$ cat src/rtl/mem_arb_pkg.sv
// Shared types and default DRAM timing for the memory arbiter/sequencer.
package mem_arb_pkg;

  typedef enum logic [2:0] {
    ST_IDLE = 3'd0,
    ST_ROW  = 3'd1,
    ST_COL  = 3'd2,
    ST_REF  = 3'd3,
    ST_PRE  = 3'd4
  } arb_state_e;

  typedef enum logic [1:0] {
    REQ_CPU = 2'd0,
    REQ_BUS = 2'd1,
    REQ_REF = 2'd2
  } req_id_e;

  localparam int T_RCD_DEF        = 2;
  localparam int T_CAS_DEF        = 2;
  localparam int T_RP_DEF         = 2;
  localparam int T_RAS_REF_DEF    = 4;
  localparam int REF_INTERVAL_DEF = 780;

  // Duration counters are loaded with T-1, so they only need to hold max(T)-1.
  function automatic int dur_width(input int a, input int b, input int c, input int d);
    int m;
    m = 2;
    if (a > m) m = a;
    if (b > m) m = b;
    if (c > m) m = c;
    if (d > m) m = d;
    return $clog2(m);
  endfunction

endpackage

$ cat src/rtl/mem_ref_timer.sv
// Refresh-interval timer with a saturating pending-refresh count and sticky overrun flag.
module mem_ref_timer
  import mem_arb_pkg::*;
#(
  parameter int REF_INTERVAL = REF_INTERVAL_DEF
) (
  input  logic clk,
  input  logic rst,
  input  logic ref_taken,
  output logic pending_nz,
  output logic REF_OVF
);

  localparam int TW = (REF_INTERVAL > 1) ? $clog2(REF_INTERVAL) : 1;

  logic [TW-1:0] timer_r;
  logic [1:0]    pending_r;
  logic          wrap_s;

  assign wrap_s     = (timer_r == TW'(REF_INTERVAL - 1));
  assign pending_nz = (pending_r != 2'd0);

  // Free-running interval counter, active in every arbiter state.
  always_ff @(posedge clk or posedge rst) begin
    if (rst) begin
      timer_r <= '0;
    end else if (wrap_s) begin
      timer_r <= '0;
    end else begin
      timer_r <= timer_r + TW'(1);
    end
  end

  // A wrap and a refresh start on the same edge cancel out; a wrap with no room flags overrun.
  always_ff @(posedge clk or posedge rst) begin
    if (rst) begin
      pending_r <= 2'd0;
      REF_OVF   <= 1'b0;
    end else begin
      case ({wrap_s, ref_taken})
        2'b10: begin
          if (pending_r == 2'd3) begin
            REF_OVF <= 1'b1;
          end else begin
            pending_r <= pending_r + 2'd1;
          end
        end
        2'b01:   pending_r <= pending_r - 2'd1;
        default: pending_r <= pending_r;
      endcase
    end
  end

endmodule

$ cat src/rtl/mem_arb_seq.sv
// DRAM arbiter for CPU, bus and refresh, sequencing RAS/CAS/MWRITE_n for each granted cycle.
module mem_arb_seq
  import mem_arb_pkg::*;
#(
  parameter int T_RCD        = T_RCD_DEF,
  parameter int T_CAS        = T_CAS_DEF,
  parameter int T_RP         = T_RP_DEF,
  parameter int T_RAS_REF    = T_RAS_REF_DEF,
  parameter int REF_INTERVAL = REF_INTERVAL_DEF
) (
  input  logic sysclk,
  input  logic sys_rst,
  input  logic CLRQ_n,
  input  logic BLRQ_n,
  input  logic CWRITE,
  input  logic BWRITE,
  output logic CGNT_n,
  output logic BGNT_n,
  output logic RGNT_n,
  output logic RAS,
  output logic CAS,
  output logic MWRITE_n,
  output logic DRY,
  output logic REF_OVF,
  output logic BUSY
);

  localparam int DUR_W = dur_width(T_RCD, T_CAS, T_RP, T_RAS_REF);

  arb_state_e       state_r;
  logic [DUR_W-1:0] dur_cnt_r;
  req_id_e          owner_r;
  req_id_e          last_r;

  logic cpu_req_s;
  logic bus_req_s;
  logic pick_cpu_s;
  logic pick_bus_s;
  logic pick_wr_s;
  logic pending_nz_s;
  logic ref_taken_s;
  logic dur_done_s;

  assign cpu_req_s   = !CLRQ_n;
  assign bus_req_s   = !BLRQ_n;
  // On a tie the requester that was not served last wins.
  assign pick_cpu_s  = cpu_req_s && (!bus_req_s || (last_r == REQ_BUS));
  assign pick_bus_s  = bus_req_s && !pick_cpu_s;
  assign pick_wr_s   = pick_cpu_s ? CWRITE : BWRITE;
  assign ref_taken_s = (state_r == ST_IDLE) && pending_nz_s;
  assign dur_done_s  = (dur_cnt_r == '0);

  mem_ref_timer #(
    .REF_INTERVAL(REF_INTERVAL)
  ) u_ref_timer (
    .clk       (sysclk),
    .rst       (sys_rst),
    .ref_taken (ref_taken_s),
    .pending_nz(pending_nz_s),
    .REF_OVF   (REF_OVF)
  );

  // Arbitration and strobe sequencing FSM with registered outputs.
  always_ff @(posedge sysclk or posedge sys_rst) begin
    if (sys_rst) begin
      state_r   <= ST_IDLE;
      dur_cnt_r <= '0;
      owner_r   <= REQ_CPU;
      last_r    <= REQ_CPU;
      CGNT_n    <= 1'b1;
      BGNT_n    <= 1'b1;
      RGNT_n    <= 1'b1;
      RAS       <= 1'b0;
      CAS       <= 1'b0;
      MWRITE_n  <= 1'b1;
      DRY       <= 1'b0;
      BUSY      <= 1'b0;
    end else begin
      case (state_r)
        ST_IDLE: begin
          if (pending_nz_s) begin
            state_r   <= ST_REF;
            dur_cnt_r <= DUR_W'(T_RAS_REF - 1);
            owner_r   <= REQ_REF;
            RGNT_n    <= 1'b0;
            RAS       <= 1'b1;
            MWRITE_n  <= 1'b1;
            BUSY      <= 1'b1;
          end else if (pick_cpu_s || pick_bus_s) begin
            state_r   <= ST_ROW;
            dur_cnt_r <= DUR_W'(T_RCD - 1);
            owner_r   <= pick_cpu_s ? REQ_CPU : REQ_BUS;
            CGNT_n    <= !pick_cpu_s;
            BGNT_n    <= !pick_bus_s;
            RAS       <= 1'b1;
            // The write qualifier is captured here and held until precharge.
            MWRITE_n  <= !pick_wr_s;
            BUSY      <= 1'b1;
          end else begin
            state_r <= ST_IDLE;
          end
        end
        ST_ROW: begin
          if (dur_done_s) begin
            state_r   <= ST_COL;
            dur_cnt_r <= DUR_W'(T_CAS - 1);
            CAS       <= 1'b1;
            DRY       <= (T_CAS == 1);
          end else begin
            dur_cnt_r <= dur_cnt_r - DUR_W'(1);
          end
        end
        ST_COL: begin
          if (dur_done_s) begin
            state_r   <= ST_PRE;
            dur_cnt_r <= DUR_W'(T_RP - 1);
            last_r    <= owner_r;
            CGNT_n    <= 1'b1;
            BGNT_n    <= 1'b1;
            RAS       <= 1'b0;
            CAS       <= 1'b0;
            MWRITE_n  <= 1'b1;
            DRY       <= 1'b0;
          end else begin
            dur_cnt_r <= dur_cnt_r - DUR_W'(1);
            DRY       <= (dur_cnt_r == DUR_W'(1));
          end
        end
        ST_REF: begin
          if (dur_done_s) begin
            state_r   <= ST_PRE;
            dur_cnt_r <= DUR_W'(T_RP - 1);
            RGNT_n    <= 1'b1;
            RAS       <= 1'b0;
          end else begin
            dur_cnt_r <= dur_cnt_r - DUR_W'(1);
          end
        end
        ST_PRE: begin
          if (dur_done_s) begin
            state_r <= ST_IDLE;
            BUSY    <= 1'b0;
          end else begin
            dur_cnt_r <= dur_cnt_r - DUR_W'(1);
          end
        end
        default: begin
          state_r   <= ST_IDLE;
          dur_cnt_r <= '0;
          CGNT_n    <= 1'b1;
          BGNT_n    <= 1'b1;
          RGNT_n    <= 1'b1;
          RAS       <= 1'b0;
          CAS       <= 1'b0;
          MWRITE_n  <= 1'b1;
          DRY       <= 1'b0;
          BUSY      <= 1'b0;
        end
      endcase
    end
  end

endmodule

$ cat config.mk
export PLATFORM = sky130hd
export DESIGN_NAME = mem_arb_seq
export DESIGN_NICKNAME = d
export VERILOG_FILES = /design/src/rtl/mem_arb_pkg.sv /design/src/rtl/mem_ref_timer.sv /design/src/rtl/mem_arb_seq.sv
export SDC_FILE = /design/constraint.sdc
export NUM_CORES = 1
export LEC_CHECK = 0
export CORE_AREA = 2 2 56 58
export DETAILED_ROUTE_END_ITERATION = 12
export DIE_AREA = 0 0 58 60
export PLACE_DENSITY = 0.76
export SLEW_MARGIN = 20
export SYNTH_ARGS = -nofsm -noshare
export SYNTH_HDL_FRONTEND = slang
export SYNTH_SLANG_ARGS = --single-unit
$ cat constraint.sdc
create_clock -name sysclk -period 2 [get_ports sysclk]
set_clock_uncertainty 0.2 [all_clocks]
set_input_delay 0.4 -clock sysclk [delete_from_list [all_inputs] [get_ports sysclk]]
set_output_delay 0.4 -clock sysclk [all_outputs]
set_load 0.005 [all_outputs]
==> results of run 1 <==
==> per-stage QoR <==
step,total power [mW],utilization [%],std cells,hold slack (ns),worst slack [ns]
after global placement,1.808,60.17,201,0.2530,0.1805
after floorplan,1.543,-,153,0.2443,0.2737
after detailed placement,1.871,60.17,201,0.2643,0.05192
after global routing,2.352,61.98,209,0.1925,0.009515
after CTS,2.212,61.81,209,0.1680,0.02262
final,2.198,61.98,209,0.1590,0.04512
==> report_power, final <==
part | internal (mW) | switching, mW | total (mW)
combinational | 0.438 | 0.487 | 0.925
clock | 0.140 | 0.201 | 0.341
sequential | 0.772 | 0.161 | 0.933
total | 1.35 | 0.849 | 2.20
==> cell type report <==
cell class	instances	area, um2	share of cell area (%)
clock buffer	8	48.80	2.712
inverter	7	26.28	1.460
multi-input combinational	109	710.7	39.50
sequential	30	755.7	42.00
tap	33	41.29	2.295
timing repair buffer	22	216.5	12.03
==> metal layers <==
layer | part of all wire (%) | global-route usage (%)
met4 | 2.9 | 11.96
met3 | 3.8 | 4.762
met2 | 51 | 37.66
met1 | 42 | 25.95
met5 | 0 | 0
==> flip-flops by register name, indices dropped and copies added, names as in the netlist, 2 cells and up <==
| name | count |
|---|---|
| owner_r | 2 |
| u_ref_timer.timer_r | 10 |
| state_r | 3 |
| dur_cnt_r | 2 |
| last_r | 2 |
| u_ref_timer.pending_r | 2 |
==> synth_stat cells, types with 3 or more instances <==
library cell  number
a21oi_1           10
dfrtp_1           26
nor3_1             3
o21ai_0            5
o22ai_1            3
o32a_1             3
xor2_1             3
nand2_1           14
xnor2_1            5
nor2_1            15
nand3_1            3
clkbuf_1           3
inv_1              7
dfstp_2            4
a22oi_1            3
nor2b_1            3
ha_1               4
nand2b_1           3
o21ai_1            3
==> how the worst max path moves through the flow <==
| stage | from | endpoint | slack, ns | depth (start not counted) |
|---|---|---|---|---|
| final | BGNT_n$_DFFE_PP1P_ | BGNT_n | 0.05 | 1 |
| after global routing | BGNT_n$_DFFE_PP1P_ | BGNT_n | 0.01 | 1 |
| after detailed placement | BLRQ_n | CGNT_n$_DFFE_PP1P_ | 0.05 | 5 |
| after floorplan | dur_cnt_r[0]$_DFFE_PP0P_ | last_r[0]$_DFFE_PP0P_ | 0.27 | 5 |
| after global placement | CLRQ_n | CGNT_n$_DFFE_PP1P_ | 0.18 | 5 |
| after CTS | CGNT_n$_DFFE_PP1P_ | CGNT_n | 0.02 | 1 |
==> repair_timing <==
item                                    in CTS  in global routing
endpoints found under the setup margin       1                  2
gates resized for setup                      1                  2
setup buffers                                0                  0
==> kinds of logic (layout without fill, tap and decap cells) <==
logic type               after synthesis  in the layout  share of synthesized area, %
AND/OR/NAND/NOR                       55             55                         19.43
AO/OA/AOI/OAI                         39             39                         16.98
flip-flops                            30             30                         49.31
buffers and inverters                 14             37                         4.327
XOR/XNOR                               8              8                         4.572
adder cells (fa/ha/maj)                4              4                         3.265
multiplexers                           3              3                         2.122
==> cells in the final DEF (no fill, tap or decap), drive strengths merged, types with 2 or more instances in the layout <==
cell type,n
ha,4
mux2,2
nand3,3
inv,7
o22ai,3
nor3,4
xnor2,5
clkdlybuf4s50,11
nor2,16
nor2b,3
nand2,14
nor4,2
o21ai,9
o31ai,2
dfstp,4
or3,2
nand2b,3
nand4,2
o32a,3
a21oi,11
dfrtp,26
a22oi,3
dlymetal6s2s,2
clkbuf,8
xor2,3
buf,8
==> results.md, run 1 <==
* Worst Tran Pin Value at about 0.43 ns
* First-pass GRT wire length at 5623 um
* Antenna Cells at 0
* Cells after synthesis at 153
* Leakage dissipation at 0.7843 nW
* Max rail drop VDD at 789.9 uV
* Reg-to-reg setup timing slack at 0.13 ns
* Die area at 3480 um2
* Worst-path clk slew at 0.09 ns
* Dominant synthesized flop cell: dfrtp_1
* Top delay family on crit path: flip-flops
* Fmax at 511.5 MHz
* CTS max path bufs at 2
* Max-Cap Viols at 0
* Wire per inst at roughly 15 um
* GRT Overall Usage at 22.04%
* Status: complete, no violations
* Yosys warns at 0
* Post-CTS Hold Fix Bufs at 0
* Final min period at 1.955 ns
* Number of enable flip-flop cells after synthesis at 0
* Reg-to-Reg Start: dur_cnt_r[1]$_DFFE_PP0P_
* Floorplan core area at 2903 um2
* #FFs+latches synth at 30
* Top-area cell type share of the netlist area at between 40% and 50%
* CTS tree: yes
* DR vias/cell at 5.866
* Worst slew margin at between 70% and 80%
* Final WL at ~3200 um
* Vias in the first global route at 1,255
* Worst Reg2Reg Path Length in Cells at 5
* Initial drt markers at 37
* Die X at 58 um
* Pwr Density at 1222 nW/um2
* Hold Fails Final Rpt at 0
* Clock Tree Root: clkbuf_4
* Crit-path max cell delay at around 0.54 ns
* Num CTS Buffers at 5
* Fraction of layout cells with a size suffix above 1 at roughly 15%
* Crit. End Element: output pin
* Post-DRT Antenna Nets at 0
* Register area share after synthesis at 49.31%
* Avg Cell Area, Syn at 10.02 um2
* Worst Path Required at 1.40 ns
* Critical Path Fanout Max at 2
* FP Rows at 20
* Hold Path Class: in -> async
* Filler instances at 243
* Setup TNS at 0 ns
* Gpl congestion at between 0.8 and 0.9
* Area grow syn2layout at 17.39%
* DRC at 0
* Worst EP arrival at 1.35 ns
* I/O pin count at 15
* Final instance area at approximately 1800 um2
* Layout Nets at 185
* Cell chain of the critical path: clkdlybuf4s50_1
* Post-DP HPWL at between 2000 and 2500 um
* Startpoint types: flop
* Die Ht at 60 um
* Worst Path Buf+Inv at 1
* Synth Cell Area at about 1500 um2
* Vias post-DR at 1,226
* Remaining global-route overflow at 0
* PortBufs at 14
* Clk_lat worst skew at 0.33 ns
* Initial antenna violation count at 0
* End of the worst register-to-register path: last_r[1]$_DFFE_PP0P_
* Async SR Flop Fraction at 100.0%
* Cell taking the most area after synthesis: dfrtp_1
* Slowest-stage cell, CP: dfstp_2
* RSZ-0062 raised after global routing: no
* DR pass1 iterations at 4
* Largest net degree at the start of global routing at 14
* Syn_nets at 163
* Part of the cycle the worst path needs at a little over nine tenths
* Top post-synthesis cells by area: dfrtp_1 42%, dfstp_2 6.9%, nor2_1 3.7%
* Cell variety after synth at 48
* H-tree Lvls at 2
* Post-Place Cell Area at 1747 um2
* CTS Sinks at 30
* Final setup fails at 0
* Initial Util at 52.80%
* WS Path Type: reg -> out
* Final Slew Violations at 0
No activity file was read; power rests on OpenSTA's default activity.
==> run 2, diff against run 1 <==
--- a/config.mk
+++ b/config.mk
@@ -8,7 +8,7 @@
 export CORE_AREA = 2 2 56 58
 export DETAILED_ROUTE_END_ITERATION = 12
 export DIE_AREA = 0 0 58 60
-export PLACE_DENSITY = 0.76
+export PLACE_DENSITY_LB_ADDON = 0.05
 export SLEW_MARGIN = 20
 export SYNTH_ARGS = -nofsm -noshare
 export SYNTH_HDL_FRONTEND = slang
==> run 2 against run 1 <==
Maximum frequency decreased by 0.13%. Critical path depth unchanged. Die area unchanged. Clock power decreased by 3%. Wire length decreased by 4.9%. Design area decreased by 0.83%. Final cell count decreased by 0.48%. Largest power group is now combinational logic.
==> results.md, run 2 (synthesis gave the netlist of run 1 again) <==
* PortBufs at 14 (unchanged)
* Register area at 755.7 um2 (unchanged)
* Max-Cap Viols at 0 (unchanged)
* Die area at 3480 um2 (unchanged)
* Startpoint types: flop
* Worst slew margin at 73.78% (+2.8 points)
* Most flop-heavy register: u_ref_timer.timer_r
* Wire per inst at 14.63 um (-4.5%)
* CTS Sinks at 30 (unchanged)
* RSZ-0062 raised after global routing: no
* Die Ht at 60 um (unchanged)
* Clock Tree Root: clkbuf_4
* Most common cell after layout, fill and taps aside: dfrtp_1
* Commonest cells after routing, fill and taps aside: 26 x dfrtp_1, 15 x nor2_1, 14 x nand2_1
* Area grow syn2layout at 16.41%
* Gpl congestion at 0.7660 (-7.2%)
* Vias post-DR at 1,174 (-4.2%)
* Post-DP HPWL at 2164 um (-7.0%)
* Remaining global-route overflow at 0 (unchanged)
* Final WL at 3042 um (-4.9%)
* Hold Path Class: in -> async
* Fraction of layout cells with a size suffix above 1 at 15.43% (+0.088 points)
* Initial antenna violation count at 0 (unchanged)
* WS Path Type: reg -> out
* Antenna Cells at 0 (unchanged)
* Final min period at 1.957 ns (+0.002597 ns)
* Cell chain of the critical path: clkdlybuf4s50_1
* Floorplan core area at 2903 um2 (unchanged)
* Area taken by multi-input logic gates at 710.7 um2 (unchanged)
* CTS tree: yes
* Setup TNS at 0 ns (unchanged)
* Crit. End Element: output pin
* FP Rows at 20 (unchanged)
* Final Slew Violations at 0 (unchanged)
* Worst Path Buf+Inv at 1 (unchanged)
* DR pass1 iterations at 4 (unchanged)
* Vias in the first global route at 1,154 (-8.0%)
* Largest net degree at the start of global routing at 31 (+17)
* DR vias/cell at 5.644 (-3.8%)
* Post-DRT Antenna Nets at 0 (unchanged)
* Die X at 58 um (unchanged)
* H-tree Lvls at 2 (unchanged)
* Filler instances at 244 (+0.41%)
* Crit-path max cell delay at 0.54 ns (about the same)
* I/O pin count at 15 (unchanged)
* Num CTS Buffers at 5 (unchanged)
* Critical Path Fanout Max at 2 (unchanged)
* Final setup fails at 0 (unchanged)
* GRT Overall Usage at 21.20% (-0.84 points)
* DRC at 0 (unchanged)
* Part of the cycle the worst path needs at 97.87% (+0.13 points)
* Leakage dissipation at 0.7773 nW (-0.90%)
* Layout Nets at 185 (unchanged)
* Worst Tran Pin Value at 0.3933 ns (-0.04092 ns)
* Max FFs per register at 10 (unchanged)
* First-pass GRT wire length at 5395 um (-4.1%)
* Status: complete, no violations
* Initial Util at 52.80% (unchanged)
* Tot Pwr at 2.171 mW (-1.2%)
* CTS max path bufs at 2 (unchanged)
* Initial drt markers at 48 (+30%)
* Worst Path Required at 1.40 ns (about the same)
* Regs by FF count: u_ref_timer.timer_r x10, state_r x3
* Pwr Density at 1217 nW/um2 (-0.41%)
* Fmax at 510.9 MHz (-0.13%)
* Worst-path clk slew at 0.09 ns (about the same)
* Post-CTS Hold Fix Bufs at 0 (unchanged)
* Worst EP arrival at 1.36 ns (about the same)
* Clk_lat worst skew at 0.33 ns (about the same)
* Slowest-stage cell, CP: dfstp_2
* Hold Fails Final Rpt at 0 (unchanged)
* Final core utilization at 61.47% (-0.52 points)
* Top delay family on crit path: flip-flops
* Max rail drop VDD at 775.5 uV (-1.8%)
[run 2: cell types whose count changed in the layout (fill, tap and decap cells not counted), sizes merged]
cell           previous run  this run
clkbuf                    8         7
clkdlybuf4s50            11        12
dlygate4sd2               1         0
[run 2: per-layer routing]
layer	track usage, %	wire [um]
met4	8.970	42
met1	26.18	1382
met3	6.494	111
met2	34.58	1505
met5	0	0
[run 2: final timing paths]
path	startpoint	to	slack (ns)	cells past startpoint
min in group sysclk	u_ref_timer.REF_OVF$_DFFE_PP0P_	u_ref_timer.REF_OVF$_DFFE_PP0P_	0.28	1
min reg2reg	u_ref_timer.REF_OVF$_DFFE_PP0P_	u_ref_timer.REF_OVF$_DFFE_PP0P_	0.28	1
max reg2reg	dur_cnt_r[1]$_DFFE_PP0P_	last_r[1]$_DFFE_PP0P_	0.19	5
max in group asynchronous	sys_rst	CGNT_n$_DFFE_PP1P_	1.05	3
max	RGNT_n$_DFFE_PP1P_	RGNT_n	0.04	1
min	sys_rst	u_ref_timer.timer_r[3]$_DFF_PP0_	0.24	3
[run 2: final cells by class]
class                      instances  share of cell area [%]
clock buffer                       7                   2.525
multi-input combinational        109                   39.83
tap                               33                   2.314
inverter                           7                   1.473
sequential                        30                   42.36
timing repair buffer              22                   11.50
[run 2: power breakdown]
part	switching (mW)	internal (mW)
combinational	0.482	0.443
clock	0.200	0.132
sequential	0.142	0.771
[run 2: what timing repair did]
action                     in CTS  in global routing
setup buffers                   0                  1
setup endpoints to repair       0                  3
resized for setup               0                  2
[run 2: metrics by stage]
step | cells | setup slack (ns) | hold slack, ns | cell area [um2]
6_report | 208 | 0.04252 | 0.2364 | 1784
3_3_place_gp | 200 | 0.1728 | 0.2552 | 1727
5_1_grt | 208 | 0.003762 | 0.2595 | 1784
2_1_floorplan | 153 | 0.2737 | 0.2443 | 1533
3_5_place_dp | 200 | 0.1421 | 0.2651 | 1727
4_1_cts | 207 | 0.003693 | 0.2284 | 1772
==> run 3, diff against run 2 <==
--- a/config.mk
+++ b/config.mk
@@ -5,6 +5,7 @@
 export SDC_FILE = /design/constraint.sdc
 export NUM_CORES = 1
 export LEC_CHECK = 0
+export CAP_MARGIN = 30
 export CORE_AREA = 2 2 56 58
 export DETAILED_ROUTE_END_ITERATION = 12
 export DIE_AREA = 0 0 58 60
==> results of run 3 <==
The final DEF is identical to that of run 2; final timing and power are the same.
